--- src/rtl/instr_encoder.sv ---
// instr_encoder: packs decoded RV32I fields into an instruction word, buffered out.
// Optional: define INSTR_ENCODER_RANGE_CHECK_EN to flag out-of-range/misaligned immediates.
module instr_encoder #(
    parameter int FIFO_DEPTH = 2,
    parameter int COUNT_W    = 16
) (
    input  logic               clk,
    input  logic               rst,
    input  logic               in_valid,
    output logic               in_ready,
    input  logic [6:0]         in_opcode,
    input  logic [4:0]         in_rd,
    input  logic [4:0]         in_rs1,
    input  logic [4:0]         in_rs2,
    input  logic [2:0]         in_funct3,
    input  logic [6:0]         in_funct7,
    input  logic [31:0]        in_imm,
    output logic               out_valid,
    input  logic               out_ready,
    output logic [31:0]        out_instr,
    output logic [1:0]         out_err,
    output logic [COUNT_W-1:0] enc_count
);
    localparam int PTR_W = (FIFO_DEPTH > 1) ? $clog2(FIFO_DEPTH) : 1;
    localparam int OCC_W = $clog2(FIFO_DEPTH + 1);
    localparam logic [OCC_W-1:0] OCC_FULL = OCC_W'(FIFO_DEPTH);

    logic is_r;
    logic is_i;
    logic is_s;
    logic is_b;
    logic is_u;
    logic is_j;
    logic known;

    assign is_r  = (in_opcode == 7'b0110011);
    assign is_i  = (in_opcode == 7'b0010011) ||
                   (in_opcode == 7'b0000011) ||
                   (in_opcode == 7'b1100111);
    assign is_s  = (in_opcode == 7'b0100011);
    assign is_b  = (in_opcode == 7'b1100011);
    assign is_u  = (in_opcode == 7'b0110111) ||
                   (in_opcode == 7'b0010111);
    assign is_j  = (in_opcode == 7'b1101111);
    assign known = is_r | is_i | is_s | is_b | is_u | is_j;

    logic [31:0] enc_instr;
    logic [1:0]  chk_err;
    logic [1:0]  enc_err;

    // Scatter the fields into the format selected by the opcode
    always_comb begin
        enc_instr = '0;
        unique case (1'b1)
            is_r: enc_instr = {in_funct7, in_rs2, in_rs1,
                               in_funct3, in_rd, in_opcode};
            is_i: enc_instr = {in_imm[11:0], in_rs1,
                               in_funct3, in_rd, in_opcode};
            is_s: enc_instr = {in_imm[11:5], in_rs2, in_rs1,
                               in_funct3, in_imm[4:0], in_opcode};
            is_b: enc_instr = {in_imm[12], in_imm[10:5], in_rs2,
                               in_rs1, in_funct3, in_imm[4:1],
                               in_imm[11], in_opcode};
            is_u: enc_instr = {in_imm[31:12], in_rd, in_opcode};
            is_j: enc_instr = {in_imm[20], in_imm[10:1], in_imm[11],
                               in_imm[19:12], in_rd, in_opcode};
            default: enc_instr = '0;
        endcase
    end

`ifdef INSTR_ENCODER_RANGE_CHECK_EN
    logic signed [31:0] simm;
    logic               i_oor;
    logic               b_oor;
    logic               j_oor;

    assign simm  = $signed(in_imm);
    assign i_oor = (simm < -32'sd2048) || (simm > 32'sd2047);
    assign b_oor = (simm < -32'sd4096) || (simm > 32'sd4094);
    assign j_oor = (simm < -32'sd1048576) || (simm > 32'sd1048574);

    // Immediate legality per format; misalignment outranks range
    always_comb begin
        chk_err = 2'd0;
        unique case (1'b1)
            is_i, is_s: begin
                if (i_oor) chk_err = 2'd1;
            end
            is_b: begin
                if (in_imm[0])  chk_err = 2'd2;
                else if (b_oor) chk_err = 2'd1;
            end
            is_j: begin
                if (in_imm[0])  chk_err = 2'd2;
                else if (j_oor) chk_err = 2'd1;
            end
            is_u: begin
                if (in_imm[11:0] != 12'd0) chk_err = 2'd2;
            end
            default: chk_err = 2'd0;
        endcase
    end
`else
    logic unused_imm;
    assign unused_imm = in_imm[0];
    assign chk_err    = 2'd0;
`endif

    assign enc_err = known ? chk_err : 2'd3;

    logic [31:0]      mem_instr [FIFO_DEPTH];
    logic [1:0]       mem_err   [FIFO_DEPTH];
    logic [PTR_W-1:0] wptr;
    logic [PTR_W-1:0] rptr;
    logic [OCC_W-1:0] occ;
    logic             full;
    logic             empty;
    logic             push;
    logic             pop;

    assign full      = (occ == OCC_FULL);
    assign empty     = (occ == '0);
    assign in_ready  = !full;
    assign out_valid = !empty;
    assign push      = in_valid && !full;
    assign pop       = !empty && out_ready;
    assign out_instr = empty ? 32'd0 : mem_instr[rptr];
    assign out_err   = empty ? 2'd0 : mem_err[rptr];

    // Storage is only observable through occupancy, so it needs no reset
    always_ff @(posedge clk) begin
        if (push) begin
            mem_instr[wptr] <= enc_instr;
            mem_err[wptr]   <= enc_err;
        end
    end

    // Pointers, occupancy and the pop counter
    always_ff @(posedge clk or posedge rst) begin
        if (rst) begin
            wptr      <= '0;
            rptr      <= '0;
            occ       <= '0;
            enc_count <= '0;
        end else begin
            if (push) wptr <= wptr + PTR_W'(1);
            if (pop) begin
                rptr      <= rptr + PTR_W'(1);
                enc_count <= enc_count + COUNT_W'(1);
            end
            unique case ({push, pop})
                2'b10:   occ <= occ + OCC_W'(1);
                2'b01:   occ <= occ - OCC_W'(1);
                default: occ <= occ;
            endcase
        end
    end
endmodule

--- config.mk ---
export PLATFORM = sky130hd
export DESIGN_NAME = instr_encoder
export DESIGN_NICKNAME = d
export VERILOG_FILES = /design/src/rtl/instr_encoder.sv
export SDC_FILE = /design/constraint.sdc
export NUM_CORES = 1
export LEC_CHECK = 0
export BUFFER_PORTS_ARGS = -buffer_cell sky130_fd_sc_hd__buf_2
export CAP_MARGIN = 5
export CORE_MARGIN = 5
export CORE_UTILIZATION = 49
export DETAILED_ROUTE_END_ITERATION = 8
export PLACE_DENSITY = 0.76
export SLEW_MARGIN = 5
export SYNTH_ARGS = -nofsm -noshare
export SYNTH_HDL_FRONTEND = slang
export SYNTH_SLANG_ARGS = --single-unit
--- constraint.sdc ---
create_clock -name clk -period 5.62 [get_ports clk]
set_input_delay 0.562 -clock clk [delete_from_list [all_inputs] [get_ports clk]]
set_output_delay 0.562 -clock clk [all_outputs]
set_load 0.05 [all_outputs]
==> results_dict.tcl, run 1 <==
set metrics [dict create \
    status "complete, no violations" \
    core_area_um2 8090 \
    grt_setup_unrepaired "false" \
    ys_top_cells_by_count "66 x edfxtp_1, 47 x nor2_1, 39 x nand2_1" \
    die_area_um2 10100 \
    postRouteAntennaNets 0 \
    clock_tree.root_cell "clkbuf_8" \
    via_per_inst 5.29 \
    dr.pass1.iters 6 \
    async_flop_share_pct 23.3 \
    synth-main-ff-cell "edfxtp_1" \
    clk_pin_slew_ns 0.09 \
    drive_gt1_share_pct 33.9 \
    antenna_found_initial 0 \
    synth-seq-area-share_pct 62.0 \
    slew_headroom_pct 28.1 \
    worst_pin_slew_ns 1.07 \
    max_freq_mhz 376 \
    placed_cells 537 \
    num_rows 33 \
    final-hold-violation-count 0 \
    setup_tns_ns 0 \
    met1_length_mm 3.98 \
    skew_ns 0.00833 \
    crit_arrival_ns 2.10 \
    start_kind "flip-flop" \
    required_ns 5.06 \
    worstPathMaxFanout 19 \
    avgSynthCellArea_um2 12.3 \
    syn_nets 395 \
    htree_levels 3 \
    io_buffers 119 \
    synth_edf_count 66 \
    drt-initial-drc-count 133 \
    top_level_ports 120 \
    grt_max_degree 35 \
    instances_no_fill 553 \
    cts-resized-gates 0 \
    drc_errors 0 \
    die_y_um 100 \
    die_x_um 100 \
    routed.top_layer "met4" \
    pwr_density_cell_nw_per_um2 548 \
    end_kind "primary output" \
    synth_area_leaders "edfxtp_1 49%, dfrtp_1 12%, mux2i_1 8.2%, nor2_1 4.4%, nand2_1 3.7%" \
    wl_met3_um 659 \
    p_leak_uw 0.00219 \
    fin_nets 513 \
    post-cts-setup-buffers 0 \
    cts_buffers 9 \
    min_period_over_period_pct 47.4 \
    critPathKind "reg2out" \
    cts_tree "built" \
    grt_pass1_vias 3039 \
    netlist-cell-type-count 42 \
    dpl.hpwl_mm 6.78 \
    maxCapViolations 0 \
    min_path_type "in2async" \
    vias 2928 \
    fin_util_pct 60.5 \
    gp_congestion 0.866 \
    drt_wl_total_mm 9.19 \
    clkLatencyLatePin_ns 0.34 \
    synth_top_cell_area_share_pct 49.5 \
    ys_ff_latch 86 \
    fin_area_um2 4890 \
    track_usage_pct 19.1 \
    yosys.area.top_type "edfxtp_1" \
    postCtsHoldBufs 0 \
    start_util_pct 49.5 \
    drv_slew 0 \
    grt_overflow 0 \
    netlist_instances 325 \
    wl_per_cell_um 16.6 \
    ir_worst_vdd_mv 0.280 \
    synth_area_um2 4010 \
    grt_pass1_wl_mm 15.0 \
    cts_buffer_depth 2 \
    antennaDiodeCount 0 \
    placed_area_um2 4690 \
    yosys.cell_count.top_type "edfxtp_1" \
    area.growth.synth_to_final_pct 22.1 \
    ys_warn_count 0 \
    fin_crit_ns 2.66 \
    routed-wl-met2_mm 4.47 \
    cts_sinks 86 \
    worst_hold_slack_ns 0.332 \
    final-setup-viol-count 0 \
]
[critical path, cell delays in order (launching register included)]
cell and delay (ns):
dfrtp_1 0.48, nor2_2 0.62, buf_4 0.36, nor2_1 0.09
buf_2 0.21
[power by group]
part / total, uW / internal, uW / switching, uW
clock: 438 / 211 / 228
combinational: 1250 / 313 / 935
sequential: 994 / 856 / 138
total: 2680 / 1380 / 1300
[final timing paths]
kind,from,end,slack (ns),cells after the start
min in group clk,enc_count[15]$_DFFE_PP0P_,enc_count[15]$_DFFE_PP0P_,0.48,1
max in group asynchronous,rst,rptr$_DFFE_PP0P_,4.77,2
min reg2reg,enc_count[15]$_DFFE_PP0P_,enc_count[15]$_DFFE_PP0P_,0.48,1
min,rst,enc_count[13]$_DFFE_PP0P_,0.33,2
max,occ[0]$_DFFE_PP0P_,out_instr[4],2.96,4
max reg2reg,occ[0]$_DFFE_PP0P_,mem_instr[0][29]$_DFFE_PP_,3.63,3
[stage by stage]
stage | worst slack (ns) | total power, uW
final | 2.96 | 2680
after global placement | 3.16 | 2260
after global routing | 2.79 | 2820
after detailed placement | 3.13 | 2270
after CTS | 2.89 | 2710
after floorplan | 2.67 | 1960
[final cells by class]
| cell class | count | area (um^2) |
|---|---|---|
| repair buffers | 121 | 611 |
| inverters | 8 | 30.0 |
| flip-flops and latches | 86 | 2480 |
| multi-input cells | 217 | 1430 |
| clock buffers | 9 | 124 |
| well taps | 105 | 131 |
| fillers | 704 | 3200 |
| clock inverters | 7 | 81.3 |
[metal layers]
| layer | vias to the layer above | GRT usage, % |
|---|---|---|
| met5 | - | 0 |
| met1 | 1383 | 26.3 |
| met2 | 119 | 30.7 |
| met4 | 0 | 5.70 |
| li1 | 1419 | - |
| met3 | 7 | 4.10 |
[sequential cells by signal, indices dropped and copies added, names as in the netlist]
register / flops
rptr: 1
occ: 2
mem_err: 2
wptr: 1
enc_count: 16
mem_instr: 64
[logic make-up after synthesis]
group	Yosys count	share of synthesized area (%)
DFF	86	62.0
AOI/OAI and AO/OA	39	7.96
and+or+nand+nor	122	14.0
adders and majority gates	2	0.625
buffers and inverters	22	2.59
xor gates and xnor gates	20	4.37
muxes	34	8.53
[cell usage in the layout (no fill, tap or decap), types with 3 or more instances in the layout]
| cell | netlist | layout |
|---|---|---|
| a22o_1 | 13 | 13 |
| or2_2 | 4 | 4 |
| clkinvlp_4 | 0 | 3 |
| edfxtp_1 | 66 | 66 |
| dfrtp_1 | 20 | 19 |
| mux2i_1 | 33 | 33 |
| clkbuf_8 | 0 | 9 |
| a32oi_1 | 7 | 7 |
| nand2b_1 | 4 | 4 |
| nand4_1 | 3 | 3 |
| xor2_1 | 7 | 7 |
| nand2_1 | 39 | 39 |
| inv_1 | 8 | 8 |
| nor3_1 | 3 | 3 |
| nand3_1 | 7 | 7 |
| a21oi_1 | 4 | 4 |
| buf_2 | 5 | 119 |
| a22oi_1 | 4 | 4 |
| xnor2_1 | 13 | 13 |
| nor2_1 | 47 | 45 |
Power figures use the tool's default switching activity.
==> run 2: changes to the inputs <==
--- a/config.mk
+++ b/config.mk
@@ -5,12 +5,13 @@
 export SDC_FILE = /design/constraint.sdc
 export NUM_CORES = 1
 export LEC_CHECK = 0
+export ABC_AREA = 1
 export BUFFER_PORTS_ARGS = -buffer_cell sky130_fd_sc_hd__buf_2
 export CAP_MARGIN = 5
 export CORE_MARGIN = 5
 export CORE_UTILIZATION = 49
 export DETAILED_ROUTE_END_ITERATION = 8
-export PLACE_DENSITY = 0.76
+export PLACE_DENSITY = 0.74
 export SLEW_MARGIN = 5
 export SYNTH_ARGS = -nofsm -noshare
 export SYNTH_HDL_FRONTEND = slang
==> constraint.sdc (replaced) <==
create_clock -name clk -period 2.45 [get_ports clk]
set_input_delay 0.245 -clock clk [delete_from_list [all_inputs] [get_ports clk]]
set_output_delay 0.245 -clock clk [all_outputs]
set_load 0.05 [all_outputs]
==> run 2 against run 1 <==
Net effect: the run now ends with hold timing left; routed wire length rose by 45%; hold slack worse by 0.34 ns; via count is 60% higher; global-route usage increased by 3.7 points; clock-buffer cell count up 1; design area is 19% higher; core utilization shrank 0.97 points.
==> results_dict.tcl, run 2 <==
set metrics [dict create \
    status "finished with violations" \
    violations "hold timing" \
    slew_headroom_pct 49.2 \
    ir_worst_vdd_mv 0.559 \
    antennaDiodeCount 0 \
    final-setup-viol-count 0 \
    synth_area_leaders "edfxtp_1 40%, nand2_1 15%, dfrtp_1 10%, nand3_1 9.5%, a21oi_1 4.8%" \
    die_area_um2 12100 \
    max_freq_mhz 491 \
    mostFrequentLayoutCell "nand2_1" \
    p_leak_uw 0.00285 \
    die_x_um 110 \
    syn_nets 683 \
    num_rows 36 \
    end_kind "primary output" \
    wl_per_cell_um 15.5 \
    drc_errors 0 \
    yosys.cell_count.top_type "nand2_1" \
    ys_top_cells_by_count "201 x nand2_1, 93 x nand3_1, 66 x edfxtp_1" \
    via_per_inst 5.45 \
    track_usage_pct 22.8 \
    core_area_um2 9770 \
    cts_tree "built" \
    async_flop_share_pct 23.3 \
    post-cts-setup-buffers 0 \
    io_buffers 119 \
    grt_pass1_wl_mm 21.4 \
    cts_buffer_depth 2 \
    cts_buffers 9 \
    start_util_pct 50.2 \
    clk_pin_slew_ns 0.09 \
    largest_reg_flops 64 \
    ys_warn_count 0 \
    worst_slack_ns 0.415 \
    netlist_instances 613 \
    cts-resized-gates 0 \
    synth-main-ff-cell "edfxtp_1" \
    critPathKind "reg2out" \
    grt_pass1_vias 4469 \
    drive_gt1_share_pct 22.7 \
    final-hold-violation-count 10 \
    synth_edf_count 66 \
    drv_slew 0 \
    top_register "mem_instr" \
    netlist-cell-type-count 30 \
    crit_arrival_ns 1.79 \
    avgSynthCellArea_um2 8.00 \
    pwr_density_cell_nw_per_um2 1090 \
    postRouteAntennaNets 0 \
    worstPathMaxFanout 34 \
    postCtsHoldBufs 0 \
    min_path_type "in2async" \
    gp_congestion 0.945 \
    fin_crit_ns 2.04 \
    cts_sinks 86 \
    worst_hold_slack_ns -0.00326 \
    skew_ns 0.0124 \
    yosys.area.top_type "edfxtp_1" \
    htree_levels 3 \
    ys_ff_latch 86 \
    required_ns 2.20 \
    post-place-ws_ns 0.533 \
    drt-initial-drc-count 309 \
    grt_max_degree 35 \
    drt_wl_total_mm 13.4 \
    setup_tns_ns 0 \
    final_cell_mix "201 x nand2_1, 119 x buf_2, 93 x nand3_1" \
    clkLatencyLatePin_ns 0.37 \
    maxCapViolations 0 \
    synth_area_um2 4900 \
    start_kind "flip-flop" \
    dr.pass1.iters 5 \
    synth_top_cell_area_share_pct 40.4 \
    area.growth.synth_to_final_pct 18.6 \
    grt_overflow 0 \
    worst_pin_slew_ns 0.762 \
    vias 4692 \
    dpl.hpwl_mm 9.34 \
    top_level_ports 120 \
    grt_setup_unrepaired "false" \
    fin_nets 793 \
    min_period_over_period_pct 83.1 \
    reg_top3 "mem_instr (64), enc_count (16)" \
    die_y_um 110 \
    synth-seq-area-share_pct 50.6 \
    clock_tree.root_cell "clkbuf_8" \
    antenna_found_initial 0 \
]
-- run 2: power breakdown --
group | switching [uW] | internal [uW] | leakage, uW
clock | 524 | 536 | 0.000104
sequential | 140 | 1940 | 0.000887
combinational | 2520 | 650 | 0.00186
total | 3180 | 3130 | 0.00285
-- run 2: kinds of logic (layout without fill, tap and decap cells) --
group | Yosys count | count (layout) | synth area share (%)
simple gates | 372 | 372 | 33.4
flops | 86 | 86 | 50.6
buf+inv | 78 | 193 | 7.04
compound gates | 66 | 66 | 6.79
xor+xnor | 9 | 9 | 1.61
fa+ha+maj | 2 | 2 | 0.510
-- run 2: layout make-up --
| type | count | area, um^2 |
|---|---|---|
| clock inverters | 6 | 67.6 |
| flip-flops and latches | 86 | 2480 |
| well taps | 133 | 166 |
| repair buffers | 130 | 678 |
| inverters | 47 | 181 |
| clock buffers | 10 | 149 |
| multi-input cells | 449 | 2090 |
| fillers | 905 | 3960 |
-- run 2: final timing paths --
| kind | from | end | slack (ns) | cells after the start |
|---|---|---|---|---|
| setup / recovery | rptr$_DFFE_PP0P_ | out_instr[9] | 0.41 | 5 |
| hold / removal | rst | enc_count[1]$_DFFE_PP0P_ | -0.003 | 2 |
| max in group asynchronous | rst | enc_count[15]$_DFFE_PP0P_ | 1.97 | 2 |
| setup reg to reg | occ[0]$_DFFE_PP0P_ | mem_instr[0][8]$_DFFE_PP_ | 0.73 | 5 |
| min in group clk | in_valid | wptr$_DFFE_PP0P_ | 0.14 | 3 |
| hold reg to reg | enc_count[4]$_DFFE_PP0P_ | enc_count[4]$_DFFE_PP0P_ | 0.50 | 1 |
-- run 2: through the flow --
step                cell area, um^2  total power [uW]  utilization, %  std cells
floorplan                      4910              4470               -        613
global placement               5600              5260            57.3        845
detailed placement             5600              5310            57.3        845
CTS                            5810              6360            59.5        861
global route                   5810              6610            59.5        861
finish                         5810              6310            59.5        861
-- run 2: critical path: stages, from the launching register on --
cell and delay (ns):
dfrtp_1 0.39, clkinv_1 0.05, buf_4 0.35, nand2_1 0.10, a21oi_1 0.22, buf_2 0.31
-- run 2: layer usage --
metal	up-vias	track usage, %	part of all wire [%]
li1	2246	-	-
met1	2183	29.8	41
met2	233	37.5	47
met3	30	4.25	9.0
met4	0	9.17	2.6
met5	-	0	0
